<file path="config.mk">
export PLATFORM = sky130hd
export DESIGN_NAME = seg_scan_ctrl
export DESIGN_NICKNAME = d
export VERILOG_FILES = /design/src/rtl/seg_scan_ctrl.sv
export SDC_FILE = /design/constraint.sdc
export NUM_CORES = 1
export LEC_CHECK = 0
export ABC_CLOCK_PERIOD_IN_PS = 5700
export CAP_MARGIN = 20
export CORE_MARGIN = 5
export CORE_UTILIZATION = 52
export DETAILED_ROUTE_END_ITERATION = 12
export GPL_TIMING_DRIVEN = 0
export PLACE_DENSITY = 0.8
export SYNTH_ARGS = -nofsm -noshare
export SYNTH_HDL_FRONTEND = slang
export SYNTH_SLANG_ARGS = --single-unit
</file>
<file path="constraint.sdc">
create_clock -name clk -period 5.7 [get_ports clk]
set_input_delay 0.57 -clock clk [delete_from_list [all_inputs] [get_ports clk]]
set_output_delay 0.57 -clock clk [all_outputs]
set_load 0.05 [all_outputs]
</file>
<file path="src/rtl/seg_scan_ctrl.sv">
// seg_scan_ctrl: time-multiplexed scan controller for a multi-digit
// seven-segment display. Steps through the digits of a packed BCD value,
// presents one nibble to the shared decoder and drives the matching
// active-low anode. New values arrive over a valid/ready handshake and are
// committed only at frame boundaries.
//
// Optional feature macro: SEG_LEADING_ZERO_BLANK_EN
//   defined   -> zero digits above the most significant nonzero digit are
//                blanked (digit 0 always shown)
//   undefined -> every valid digit is shown, leading zeros included
module seg_scan_ctrl #(
  parameter int NUM_DIGITS   = 4,
  parameter int REFRESH_DIV  = 50000,
  parameter int BLANK_CYCLES = 500
) (
  input  logic                    clk,
  input  logic                    rst,
  input  logic [4*NUM_DIGITS-1:0] value_in,
  input  logic                    value_valid,
  output logic                    value_ready,
  output logic [3:0]              bcd_out,
  output logic [NUM_DIGITS-1:0]   digit_sel,
  output logic                    dp_n,
  output logic                    frame_done
);

  localparam int DW = 4 * NUM_DIGITS;
  localparam int CW = (REFRESH_DIV > 2) ? $clog2(REFRESH_DIV) : 1;
  localparam int IW = $clog2(NUM_DIGITS);
  localparam logic [CW-1:0] CNT_MAX    = CW'(REFRESH_DIV - 1);
  localparam logic [CW-1:0] BLANK_LAST = CW'((BLANK_CYCLES > 0) ? BLANK_CYCLES - 1 : 0);
  localparam logic [IW-1:0] IDX_MAX    = IW'(NUM_DIGITS - 1);

  typedef enum logic {S_BLANK, S_ON} state_e;

  state_e                  state_q, state_d;
  logic [CW-1:0]           cnt_q, cnt_d;
  logic [IW-1:0]           idx_q, idx_d;
  logic [DW-1:0]           disp_q, disp_d;
  logic [DW-1:0]           pend_q, pend_d;
  logic                    pend_full_q, pend_full_d;
  logic                    ready_q, ready_d;
  logic [3:0]              bcd_q, bcd_d;
  logic [NUM_DIGITS-1:0]   sel_q, sel_d;
  logic                    fd_q, fd_d;

  logic                    slot_wrap;
  logic                    frame_end;
  logic                    accept;
  logic                    commit;
  logic [3:0]              nib;
  logic                    invalid;
  logic                    lz_blank;
  logic                    show;

  // Handshake: a value transfers on any clk edge where value_valid and
  // value_ready are both high. value_ready is registered and equals
  // !pending_full, so it drops the cycle after a transfer and rises the
  // cycle after the pending value is committed at a frame boundary.
  // value_valid while value_ready is low is ignored.

  // Next-state logic for scan position, FSM, handshake and registered outputs.
  always_comb begin
    slot_wrap = (cnt_q == CNT_MAX);
    frame_end = slot_wrap && (idx_q == IDX_MAX);

    cnt_d = slot_wrap ? '0 : cnt_q + 1'b1;
    idx_d = idx_q;
    if (slot_wrap) begin
      idx_d = (idx_q == IDX_MAX) ? '0 : idx_q + 1'b1;
    end

    state_d = state_q;
    if (BLANK_CYCLES == 0) begin
      state_d = S_ON;
    end else if (slot_wrap) begin
      state_d = S_BLANK;
    end else if (state_q == S_BLANK && cnt_q == BLANK_LAST) begin
      state_d = S_ON;
    end

    // Commit uses the pending flag as it stood before this edge, so a
    // transfer landing on the frame_done edge waits one more frame.
    accept = value_valid && ready_q;
    commit = frame_end && pend_full_q;

    disp_d      = commit ? pend_q : disp_q;
    pend_d      = accept ? value_in : pend_q;
    pend_full_d = pend_full_q;
    if (accept) begin
      pend_full_d = 1'b1;
    end else if (commit) begin
      pend_full_d = 1'b0;
    end
    ready_d = !pend_full_d;

    fd_d = (cnt_d == CNT_MAX) && (idx_d == IDX_MAX);

    nib = 4'd0;
    for (int k = 0; k < NUM_DIGITS; k++) begin
      if (idx_d == IW'(k)) nib = disp_d[4*k +: 4];
    end
    invalid = (nib > 4'd9);

`ifdef SEG_LEADING_ZERO_BLANK_EN
    // Blank when this digit and every digit above it are zero; invalid
    // nibbles count as nonzero. Digit 0 is never blanked.
    lz_blank = (idx_d != '0);
    for (int k = 0; k < NUM_DIGITS; k++) begin
      if (IW'(k) >= idx_d && disp_d[4*k +: 4] != 4'd0) lz_blank = 1'b0;
    end
`else
    lz_blank = 1'b0;
`endif

    show  = !invalid && !lz_blank;
    bcd_d = show ? nib : 4'd0;
    sel_d = '1;
    for (int k = 0; k < NUM_DIGITS; k++) begin
      if (state_d == S_ON && show && idx_d == IW'(k)) sel_d[k] = 1'b0;
    end
  end

  // State and registered-output update with synchronous reset.
  always_ff @(posedge clk) begin
    if (rst) begin
      state_q     <= S_BLANK;
      cnt_q       <= '0;
      idx_q       <= '0;
      disp_q      <= '0;
      pend_q      <= '0;
      pend_full_q <= 1'b0;
      ready_q     <= 1'b1;
      bcd_q       <= 4'd0;
      sel_q       <= '1;
      fd_q        <= 1'b0;
    end else begin
      state_q     <= state_d;
      cnt_q       <= cnt_d;
      idx_q       <= idx_d;
      disp_q      <= disp_d;
      pend_q      <= pend_d;
      pend_full_q <= pend_full_d;
      ready_q     <= ready_d;
      bcd_q       <= bcd_d;
      sel_q       <= sel_d;
      fd_q        <= fd_d;
    end
  end

  assign value_ready = ready_q;
  assign bcd_out     = bcd_q;
  assign digit_sel   = sel_q;
  assign frame_done  = fd_q;
  assign dp_n        = 1'b1;

endmodule
</file>
=== After elaboration in Yosys (flattened, before gate mapping) ===
Index checks and enable logic that the tools add are counted.

* Add/sub/neg operators: 2
* Multipliers: 0
* Div/mod/pow operators: 0
* Order comparisons: 1
* Equal/unequal tests: 7
* Shift-type cells: 0
* Mux-type cells: 16
* Bitwise logic cells: 1
* Reductions and logical operators: 14

{| class="wikitable"
|+ Operators by type and width
! kind !! number
|-
| equality test 16 bit (second input constant) || 2
|-
| 2-to-1 mux 16 bit || 2
|-
| adder 16 x 1 -> 16 bit (second input constant) || 1
|-
| equality test 16 x 9 -> 1 bit (second input constant) || 1
|-
| 2-to-1 mux 4 bit || 4
|-
| logical AND 1 bit || 10
|-
| 2-to-1 mux 1 bit || 8
|-
| equality test 2 bit (second input constant) || 3
|-
| greater-than comparator 4 bit (second input constant) || 1
|-
| 2-to-1 mux 2 bit || 2
|-
| adder 2 x 1 -> 2 bit (second input constant) || 1
|-
| equality test 2 x 1 -> 1 bit (second input constant) || 1
|-
| zero test 1 bit || 2
|-
| zero test 2 bit || 1
|-
| OR reduction 2 bit || 1
|-
| NOT 1 bit || 1
|}

* Register bits after elaboration: 62
* Latch bits: 0
* Memory bits (writable): 0
* Memory bits (read-only): 0
* Output and inout bits: 11
* Memories kept: 0

=== Logic depth before layout (Yosys ltp) ===
* Depth in word-level cells: 13
* Gate-level depth with buffers: 10
* Gate-level depth less buffers: 9

=== Least setup slack after synthesis ===
Ideal clock, no wire load.

* Path kind: register to register
* Start point: register cnt_q[0]
* End point: register sel_q[0], in the netlist digit_sel[0]
* Setup time: 140 ps
* Data arrival time: 2684 ps
* Required time: 5560 ps
* Slack: 2876 ps
* Stages on the path, launching flop included: 11
* Path buffers: 1
* Clock period less this slack: 2824 ps
* Cell sequence: dfxtp_1 -> ha_1 -> or4b_4 -> nor4_4 -> nand3_2 -> buf_6 -> mux2i_1 -> mux2i_1 -> mux2_2 -> a21bo_4 -> nand4_1

* Longest elaborated chain between the ends: 13
* Elaborated cells on any way between the ends: 22
* Those cells by class: 1 x order compare; 5 x eq/ne; 9 x mux; 7 x reduce/logical

{| class="wikitable"
|+ Ends and longest elaborated chain
! what !! line !! text
|-
| from (decl) || 37 || <nowiki>logic [CW-1:0] cnt_q, cnt_d;</nowiki>
|-
| from (signal assigned) || 139 || <nowiki>cnt_q <= cnt_d;</nowiki>
|-
| equality test 16 bit || 64 || <nowiki>slot_wrap = (cnt_q == CNT_MAX);</nowiki>
|-
| logical AND 1 bit || 65 || <nowiki>frame_end = slot_wrap && (idx_q == IDX_MAX);</nowiki>
|-
| logical AND 1 bit || 85 || <nowiki>commit = frame_end && pend_full_q;</nowiki>
|-
| 2-to-1 mux 16 bit || 87 || <nowiki>disp_d = commit ? pend_q : disp_q;</nowiki>
|-
| 2-to-1 mux 4 bit (4 in series) || 101 || <nowiki>if (idx_d == IW'(k)) nib = disp_d[4*k +: 4];</nowiki>
|-
| greater-than comparator 4 bit || 103 || <nowiki>invalid = (nib > 4'd9);</nowiki>
|-
| zero test 1 bit || 116 || <nowiki>show = !invalid && !lz_blank;</nowiki>
|-
| logical AND 1 bit || 120 || <nowiki>if (state_d == S_ON && show && idx_d == IW'(k)) sel_d[k] = 1'b0;</nowiki>
|-
| logical AND 1 bit (*) || 120 ||
|-
| 2-to-1 mux 1 bit (*) || 120 ||
|-
| to (signal assigned) || 146 || <nowiki>sel_q <= sel_d;</nowiki>
|-
| to (decl) || 44 || <nowiki>logic [NUM_DIGITS-1:0] sel_q, sel_d;</nowiki>
|}

Every way passes the cells marked *; elsewhere a longest branch is shown, timed or not.
A chain may end at the register's enable or synchronous reset.

=== Worst setup path in the final report ===
Ends and elaborated chain as after synthesis.

==> out/metrics.csv <==
metric,value,unit
met1 GRT Util,25.12,%
drc violations,0,
met3 GRT Util,4.767,%
launching point of the worst reg2reg path,cnt_q[0]$_SDFF_PP0_,
# diodes,0,
vias per cell,5.227,
Worst Skew,0.008206,ns
die area,6583,um2
Critical Path RT,5.89,ns
Yosys reg bits,62,
DIE WIDTH,81.14,um
setup TNS,0,ns
max cap viols,0,
Routed WL,5309,um
# setup viols final,0,
status,"finished, final reports clean",
largest net degree at the start of global routing,11,
Worst Setup SP,cnt_q[0]$_SDFF_PP0_,
# rows,25,
"EDFF count, synth",0,
GPL Wtd Cong,0.8905,
dpl ws,2.485,ns
highest attainable clock frequency,303.7,MHz
Final Hold Fails,0,
Max Buffers Root-to-Sink,2,
Congestion Overflow GR,0,
Area contributors post-synth,"dfxtp_1 47%, mux2i_1 8.4%, nand2_1 7.1%, nor2_1 6.1%, a21oi_1 3.8%",
clock root cell,clkbuf_8,
CTS Sinks,62,
Cells after Synth,298,
global-route wire length before repair,9246,um
min Tclk post-route,3.292,ns
via count,2138,
Initial Utilization,54.62,%
Power Total,885.2,uW
Hold Buf Count CTS,0,
"Slew Viols, Final",0,
clk slew on worst S/H paths,0.06,ns
count of cell types in the netlist,42,
Resized cells post-CTS,0,
final net count,358,
Num CTS Buffers,9,
leakage power,1.358,nW
CTS tree,built,
met2 Usage GRT,27.09,%
peak supply drop,0.1588,mV
I/O pin cnt,30,
post-synthesis sequential area ratio,47.17,%
syn_nets,319,
Layout area overhead,21.49,%
RSZ-0062 raised after global routing,false,
Core Box Area,4817,um2
die height,81.14,um
slew margin rel.,58.31,%
fraction of registers with async set/reset,0,%
GRT Resource Usage Total,18.75,%
area of the multi-input gates,1304,um2
grt peak-use layer,met2,
crit path DAT,3.49,ns
cell area after layout,3197,um2
startpoint class of the critical path,flip-flop,
Hold Startpoint,pend_q[15]$_SDFFE_PP0P_,
syn avg cell area,8.830,um2
clock latency on the worst-skew pair,0.34,ns
fin worst setup slack,2.408,ns
leading area contributor after synthesis,dfxtp_1,
ys flop type,dfxtp_1,
1st-iter DRT viols,138,
Critical Path End Type,flip-flop,
Post-CTS Setup Inserts,0,
Port Buf Inserts,28,
DR pass1 iterations,4,
actual slew at the worst max-slew pin,0.6207,ns
Routed Antenna Nets,0,
part of the cycle the worst path needs,57.76,%
share of the synthesized area in the top cell type,47.17,%
share of cells above drive strength 1,7.895,%
initial antenna violation count,0,
Fill cells,409,
Worst Hold Class,reg -> reg,
WL per Instance,12.98,um
vias in the first global route,2025,
Syn. warnings,0,
placed inst area,2995,um2
DP Wirelength,3872,um
cell area after synthesis,2631,um2
CTS H-Tree Depth,3,
crit path kind,reg -> reg,
Max Fanout on Critical Path,10,
P per Cell Area,276.9,nW/um2
register area,1241,um2
worst max-delay path: stages (launching register included):
cell	delay [ns]
dfxtp_1	0.41
ha_1	0.24
or4b_4	0.51
nor4_4	0.60
nand3_2	0.17
buf_6	0.19
mux2i_1	0.29
mux2i_1	0.13
mux2_2	0.30
a21bo_4	0.21
nand4_1	0.10
layout by cell type (no fill, tap or decap), types with 2 or more instances in the layout:
cell and n:
nor4b_1 2, and4_1 4, clkbuf_1 12, nand2_1 50, a31oi_1 3, o21ai_0 7, and3_1 5, nor2_1 43
a22oi_1 2, a22o_1 2, mux2_2 4, buf_1 2, or4_1 2, dfxtp_1 62, mux2i_1 22, a21oi_2 2
nand4_1 3, xor2_1 8, or4b_4 2, clkbuf_8 11, clkdlybuf4s50_1 28, o22ai_1 2, xnor2_1 6, ha_1 2
inv_1 6, nor3_1 3, nand3_1 8, a21oi_1 20
worst paths after layout:
kind         cells after the start                      end  slack, ns
max                             10  digit_sel[0]$_SDFF_PP1_       2.41
min                              2  pend_q[15]$_SDFFE_PP0P_       0.46
max reg2reg                     10  digit_sel[0]$_SDFF_PP1_       2.41
min reg2reg                      2  pend_q[15]$_SDFFE_PP0P_       0.46
logic make-up (layout without fill, tap and decap cells):
logic type / Yosys count / in the layout / synth area share, %
xor gates and xnor gates: 14 / 14 / 4.660
other: 1 / 1 / 0.1425
muxes: 26 / 26 / 10.08
and+or+nand+nor: 132 / 132 / 24.16
AOI/OAI and AO/OA: 41 / 41 / 9.558
adders and majority gates: 2 / 2 / 0.9509
DFF: 62 / 62 / 47.17
buffers and inverters: 20 / 64 / 3.281
power breakdown:
part | internal, mW | switching, mW | total, mW
logic | 0.0225 | 0.0256 | 0.0481
registers | 0.443 | 0.00827 | 0.451
clock network | 0.225 | 0.160 | 0.386
state kept, by name, indices dropped and copies added, names as in the netlist:
name,cells
disp_q,16
state_q,1
pend_q,16
idx_q,2
value_ready,1
frame_done,1
pend_full_q,1
digit_sel,4
cnt_q,16
bcd_out,4
layout make-up:
cell class / instances / share of cell area [%]
clock buffers: 13 / 4.971
inverters: 6 / 0.7045
repair buffers: 28 / 8.767
flip-flops and latches: 62 / 38.83
well taps: 67 / 2.622
clock inverters: 3 / 1.331
plain buffers: 14 / 1.996
multi-input cells: 216 / 40.78
cells in the mapped netlist (3+ instances only):
master     n
a21oi_1   20
clkbuf_1  10
inv_1      6
nor2_1    43
and3_1     5
dfxtp_1   62
mux2i_1   22
xnor2_1    6
o21ai_0    7
nand4_1    3
a31oi_1    3
mux2_2     4
nand3_1    8
xor2_1     8
nand2_1   50
and4_1     4
nor3_1     3
through the flow:
stage               utilization (%)  hold WS [ns]  cells
finish                        66.36        0.4620    409
global route                  66.36        0.4810    409
CTS                           66.36        0.4644    409
detailed placement            62.18        0.4511    393
global placement              62.18        0.4471    393
floorplan                         -        0.4357    298
metal layers:
layer,vias to the layer above,share of wire (%)
li1,1095,-
met3,9,5.9
met4,0,1.7
met5,-,0
met1,975,49
met2,59,43
No activity file was read; power rests on OpenSTA's default activity.
